[src/rtl/mem_arbiter.sv]
// Byte-wide single-port RAM controller shared by instruction fetch and load/store.
// Serialises 1/2/4-byte transfers, assembles reads little-endian, pulses done once.
module mem_arbiter #(
  parameter int ADDR_W = 32
) (
  input  logic              clk,
  input  logic              rst,
  input  logic              rdy,
  input  logic              if_req,
  input  logic [ADDR_W-1:0] if_addr,
  input  logic              if_flush,
  output logic              if_done,
  output logic [31:0]       if_data,
  input  logic              mem_req,
  input  logic              mem_wr,
  input  logic [1:0]        mem_len,
  input  logic              mem_signed,
  input  logic [ADDR_W-1:0] mem_addr,
  input  logic [31:0]       mem_wdata,
  output logic              mem_done,
  output logic [31:0]       mem_rdata,
  input  logic [7:0]        ram_din,
  output logic [ADDR_W-1:0] ram_a,
  output logic [7:0]        ram_dout,
  output logic              ram_wr,
  output logic              busy
);

  typedef enum logic [2:0] {S_IDLE, S_IF_RD, S_MEM_RD, S_MEM_WR, S_DONE} state_t;

  state_t            r_state, w_state;
  logic [ADDR_W-1:0] r_base, w_base;
  logic [2:0]        r_n, w_n;
  logic              r_sgn, w_sgn;
  logic [31:0]       r_wdata, w_wdata;
  logic [2:0]        r_cnt, w_cnt;
  logic [31:0]       r_buf, w_buf;
  logic [ADDR_W-1:0] r_ram_a, w_ram_a;
  logic [7:0]        r_ram_dout, w_ram_dout;
  logic              r_ram_wr, w_ram_wr;
  logic              r_if_done, w_if_done;
  logic              r_mem_done, w_mem_done;
  logic [31:0]       r_if_data, w_if_data;
  logic [31:0]       r_mem_rdata, w_mem_rdata;

  logic [2:0]        w_len_n;
  logic [ADDR_W-1:0] w_nxt_a;
  logic [31:0]       w_merged;
  logic [31:0]       w_ext;
  logic [7:0]        w_wbyte;

  assign if_done   = r_if_done;
  assign if_data   = r_if_data;
  assign mem_done  = r_mem_done;
  assign mem_rdata = r_mem_rdata;
  assign ram_a     = r_ram_a;
  assign ram_dout  = r_ram_dout;
  assign ram_wr    = r_ram_wr;
  assign busy      = (r_state != S_IDLE);

  always_comb begin
    unique case (mem_len)
      2'd0:    w_len_n = 3'd1;
      2'd1:    w_len_n = 3'd2;
      default: w_len_n = 3'd4;
    endcase
  end

  assign w_nxt_a = r_base + ADDR_W'(r_cnt);

  // r_cnt = k at edge Ek, so the incoming byte lands in lane k-1
  always_comb begin
    w_merged = r_buf;
    unique case (r_cnt)
      3'd1:    w_merged[7:0]   = ram_din;
      3'd2:    w_merged[15:8]  = ram_din;
      3'd3:    w_merged[23:16] = ram_din;
      default: w_merged[31:24] = ram_din;
    endcase
  end

  always_comb begin
    unique case (r_n)
      3'd1:    w_ext = {{24{r_sgn & w_merged[7]}},  w_merged[7:0]};
      3'd2:    w_ext = {{16{r_sgn & w_merged[15]}}, w_merged[15:0]};
      default: w_ext = w_merged;
    endcase
  end

  always_comb begin
    unique case (r_cnt[1:0])
      2'd0:    w_wbyte = r_wdata[7:0];
      2'd1:    w_wbyte = r_wdata[15:8];
      2'd2:    w_wbyte = r_wdata[23:16];
      default: w_wbyte = r_wdata[31:24];
    endcase
  end

  always_comb begin
    w_state     = r_state;
    w_base      = r_base;
    w_n         = r_n;
    w_sgn       = r_sgn;
    w_wdata     = r_wdata;
    w_cnt       = r_cnt;
    w_buf       = r_buf;
    w_ram_a     = r_ram_a;
    w_ram_dout  = r_ram_dout;
    w_ram_wr    = 1'b0;
    w_if_done   = 1'b0;
    w_mem_done  = 1'b0;
    w_if_data   = r_if_data;
    w_mem_rdata = r_mem_rdata;
    unique case (r_state)
      S_IDLE: begin
        // memory stage has fixed priority over fetch
        if (mem_req) begin
          w_base  = mem_addr;
          w_n     = w_len_n;
          w_sgn   = mem_signed;
          w_wdata = mem_wdata;
          w_cnt   = 3'd1;
          w_buf   = '0;
          w_ram_a = mem_addr;
          if (mem_wr) begin
            w_state    = S_MEM_WR;
            w_ram_dout = mem_wdata[7:0];
            w_ram_wr   = 1'b1;
          end else begin
            w_state = S_MEM_RD;
          end
        end else if (if_req && !if_flush) begin
          w_state = S_IF_RD;
          w_base  = if_addr;
          w_n     = 3'd4;
          w_sgn   = 1'b0;
          w_cnt   = 3'd1;
          w_buf   = '0;
          w_ram_a = if_addr;
        end
      end
      S_IF_RD, S_MEM_RD: begin
        if (r_state == S_IF_RD && if_flush) begin
          w_state = S_IDLE;
          w_cnt   = 3'd0;
        end else begin
          w_buf = w_merged;
          if (r_cnt == r_n) begin
            w_state = S_DONE;
            w_cnt   = 3'd0;
            if (r_state == S_IF_RD) begin
              w_if_done = 1'b1;
              w_if_data = w_ext;
            end else begin
              w_mem_done  = 1'b1;
              w_mem_rdata = w_ext;
            end
          end else begin
            w_ram_a = w_nxt_a;
            w_cnt   = r_cnt + 3'd1;
          end
        end
      end
      S_MEM_WR: begin
        if (r_cnt == r_n) begin
          w_state    = S_DONE;
          w_cnt      = 3'd0;
          w_mem_done = 1'b1;
        end else begin
          w_ram_a    = w_nxt_a;
          w_ram_dout = w_wbyte;
          w_ram_wr   = 1'b1;
          w_cnt      = r_cnt + 3'd1;
        end
      end
      S_DONE:  w_state = S_IDLE;
      default: w_state = S_IDLE;
    endcase
  end

  // rdy low freezes every register, so a stalled sequence resumes exactly
  always_ff @(posedge clk or negedge rst) begin
    if (!rst) begin
      r_state     <= S_IDLE;
      r_base      <= '0;
      r_n         <= '0;
      r_sgn       <= 1'b0;
      r_wdata     <= '0;
      r_cnt       <= '0;
      r_buf       <= '0;
      r_ram_a     <= '0;
      r_ram_dout  <= '0;
      r_ram_wr    <= 1'b0;
      r_if_done   <= 1'b0;
      r_mem_done  <= 1'b0;
      r_if_data   <= '0;
      r_mem_rdata <= '0;
    end else if (rdy) begin
      r_state     <= w_state;
      r_base      <= w_base;
      r_n         <= w_n;
      r_sgn       <= w_sgn;
      r_wdata     <= w_wdata;
      r_cnt       <= w_cnt;
      r_buf       <= w_buf;
      r_ram_a     <= w_ram_a;
      r_ram_dout  <= w_ram_dout;
      r_ram_wr    <= w_ram_wr;
      r_if_done   <= w_if_done;
      r_mem_done  <= w_mem_done;
      r_if_data   <= w_if_data;
      r_mem_rdata <= w_mem_rdata;
    end
  end

endmodule

[config.mk]
export PLATFORM = sky130hd
export DESIGN_NAME = mem_arbiter
export DESIGN_NICKNAME = d
export VERILOG_FILES = /design/src/rtl/mem_arbiter.sv
export SDC_FILE = /design/constraint.sdc
export NUM_CORES = 1
export LEC_CHECK = 0
export ABC_AREA = 1
export BUFFER_PORTS_ARGS = -buffer_cell sky130_fd_sc_hd__buf_2
export CAP_MARGIN = 20
export CORE_MARGIN = 3
export CORE_UTILIZATION = 40
export CTS_BUF_LIST = sky130_fd_sc_hd__clkbuf_8
export DETAILED_ROUTE_END_ITERATION = 6
export PLACE_DENSITY = 0.59
export SYNTH_ARGS = -nofsm -noshare
export SYNTH_HDL_FRONTEND = slang
export SYNTH_SLANG_ARGS = --single-unit
[constraint.sdc]
create_clock -name clk -period 2.5 [get_ports clk]
set_clock_uncertainty 0.1 [all_clocks]
set_input_delay 0.5 -clock clk [delete_from_list [all_inputs] [get_ports clk]]
set_output_delay 0.5 -clock clk [all_outputs]
set_load 0.02 [all_outputs]
==> results.tsv <==
stage	metric	value	unit
status	status	finished clean	
setup_path	cp.arrival	2600	ps
setup_path	critPathLaunchType	flop	
final_layout	synthToLayoutAreaGrowth	21.5	%
pwr	cellPowerDensity	1280	nW/um^2
setup_path	cp.required	2830	ps
grt	grt_start_max_net_pins	61	
setup_path	crit_path_end_kind	flop	
sta	layout_setup_ws	223	ps
die	die_w	169	um
synth	syn_area	10600	sq um
sta	fin_crit_sh	0.911	
die	die-area	28500	sq um
sta	slew_violations	0	
synth	synth_area_per_cell	7.78	sq um
sta	whs	86.9	ps
clocking	tritoncts	yes	
final_layout	layout_commonest_cell	nand2_1	
job	cap_violations	0	
sta	hold_viol	0	
place	pre_cts_ws	169	ps
pwr	combPwrFrac	0.449	
sta	setup_tns	0	ps
route	routed_wl	30600	um
worst_hold_path	hold_path.class	input pin to flop	
final_layout	nets	1716	
clocking	postCtsSetupRepairBufs	0	
grt	grt_pass1_wl	50200	um
synth	synth-xor-area-share	0.00236	
pwr	seq_power_share	0.359	
place	place_congestion	0.893	
route	first_pass_iters	5	
final_layout	drive_gt1_frac	0.210	
synth	ys_ff_latch	213	
die	num_rows	58	
grt	grt_pass1_vias	9406	
place	io_buffers	221	
place	dp_cells	1883	
synth	ys_warn_count	0	
route	first_iter_violations	711	
synth	synthCells	1364	
synth	syn_nets	1487	
final_layout	post-route-util	0.503	
pwr	power.switching	7.35	mW
die	core-area	25600	sq um
synth	synth_cell_types	38	
clocking	path_clk_slew	60	ps
final_layout	final_cells	1951	
pwr	report.power.total	16.5	mW
sta	setup-violations-final	0	
die	die_h	169	um
place	dpl_cell_area	12100	sq um
final_layout	layout_common_cells	nand2_1 (500), buf_2 (220), dfrtp_1 (213), nor2_1 (112), nand3_1 (110)	
final_layout	fin_area	12900	sq um
route	drc	0	
synth	ys_seq_area_frac	0.502	
synth	synth.area.mux_share	0.0311	
synth	synth-simple-area-share	0.282	
route	vias	9736	
setup_path	worst-setup-path-type	flop to flop	
worst_hold_path	hold_start	mem_wdata[28]	
pwr	clkPwrFrac	0.192	
sta	max_freq	439	MHz
sta	fin_crit	2280	ps
synth	synth_fa_ha_area_frac	0.0113	
grt	antenna_found_initial	1	
clocking	clkLatencyLatePin	530	ps
route	wl_per_cell	15.7	um
final_layout	multi_input_area	4640	sq um
pwr	leakage	6.78	nW
sta	max_slew_margin	0.413	
clocking	numCtsBuffers	37	
pwr	ir_drop	571	uV
grt	globalRouteOverflowTotal	0	
pwr	p_int	9.19	mW
sta	grt_setup_unrepaired	false	
setup_path	crit_start	r_cnt[0]	
clocking	h-tree-depth	2	
clocking	cts_root_buf	clkbuf_8	
final_layout	fillCellCount	2547	
die	ioPinCount	222	
sta	worst_pin_slew	879	ps
final_layout	regArea	5330	sq um
pwr	p_sw_frac	0.444	
clocking	cts_sinks	213	
setup_path	r2r_start	r_cnt[0]	
route	viasPerCell	4.99	
synth	synth_compound_area_frac	0.109	
setup_path	cp_max_fo	6	
clocking	cts_buffer_depth	3	
die	start_util	0.414	
place	place_hpwl	22100	um
route	ant_nets	0	
grt	gr-usage-all-layers	0.215	
synth	synth_top_family_by_area	simple AND/OR/NAND/NOR gates	
## worst max-delay path, cell delays in order, from the launching register on
cell and delay, ps:
dfrtp_1 460, ha_1 280, fa_1 210, nand2_1 80
a21oi_1 420, nand2_1 160, o21ai_0 200, nand3_1 110
nand3_1 100, nand2_1 50
## synth_stat cells
master	instances	area, sq um
nor3_4	1	16.3
buf_4	2	15.0
ha_1	8	100
o21ai_2	3	26.3
inv_2	14	52.6
nor2_2	3	18.8
nand2_2	4	25.0
buf_2	20	100
mux2i_1	6	60.1
mux2_2	1	11.3
o21ai_1	81	405
nand4_1	2	12.5
xnor2_2	1	16.3
nand2_1	500	1880
nand3b_1	3	22.5
a21oi_4	1	16.3
nand3_1	110	551
a21oi_1	22	110
xnor2_1	1	8.76
nand3_2	1	10.0
nor2_4	1	11.3
o31ai_1	1	7.51
buf_1	4	15.0
o211ai_1	8	60.1
and2_1	1	6.26
dfrtp_1	213	5330
inv_1	81	304
o22ai_1	19	119
mux2_1	23	259
o21ai_0	59	295
or2_2	2	12.5
buf_6	5	56.3
fa_1	1	20.0
clkbuf_1	29	109
or2_1	1	6.26
a31oi_1	17	106
o221ai_1	1	8.76
nor2_1	114	428
## path summary, 6_finish.rpt
| check | endpoint | slack (ps) | cells past startpoint |
|---|---|---|---|
| worst max-delay path | ram_a[16] | 220 | 9 |
| worst min-delay path | r_wdata[28] | 90 | 2 |
| worst max register to register | ram_a[16] | 220 | 9 |
| worst min register to register | mem_rdata[14] | 360 | 2 |
| max in group asynchronous | mem_rdata[27] | 1220 | 3 |
| min in group asynchronous | r_buf[4] | 400 | 2 |
## timing repair
item / CTS / global route
hold buffers: 1 / 0
hold endpoints to repair: 55 / 0
endpoints found under the setup margin: 0 / 8
gates resized for setup: 0 / 3
## per-layer routing
layer,routed length (um),track usage,part of all wire,vias to the layer above
met3,2090,0.0409,0.068,56
met1,14400,0.313,0.47,4454
met5,0,0,0,-
met2,13300,0.327,0.43,332
met4,856,0.0690,0.028,0
li1,-,-,-,4894
## area by class of cell
class	count	area share
multi-input cells	996	0.360
inverters	95	0.0277
clock inverters	18	0.00631
well taps	330	0.0320
clock buffers	48	0.0513
repair buffers	250	0.109
flip-flops and latches	213	0.414
diodes	1	0.000194
## state kept, by name, summed over array words and instances (netlist names), 3 cells and up
| signal | flops |
|---|---|
| if_data | 32 |
| mem_rdata | 32 |
| r_base | 32 |
| r_buf | 32 |
| r_wdata | 32 |
| ram_a | 32 |
| ram_dout | 8 |
| r_cnt | 3 |
| r_n | 3 |
| r_state | 3 |
## power groups by stage
stage               logic (mW)  registers, mW  clock network, mW
floorplan                 4.46           6.48                  0
global placement          7.35           5.95                  0
detailed placement        7.46           5.96                  0
CTS                       7.49           5.93               3.28
global route              8.39           6.13               3.46
finish                    7.43           5.94               3.18
## cells by family after synthesis
| kind of cell | Yosys count |
|---|---|
| fa+ha+maj | 9 |
| buf+inv | 155 |
| mux | 30 |
| flops | 213 |
| xor+xnor | 2 |
| simple gates | 743 |
| compound gates | 212 |
Note: power is estimated with default switching activity, not from simulation.
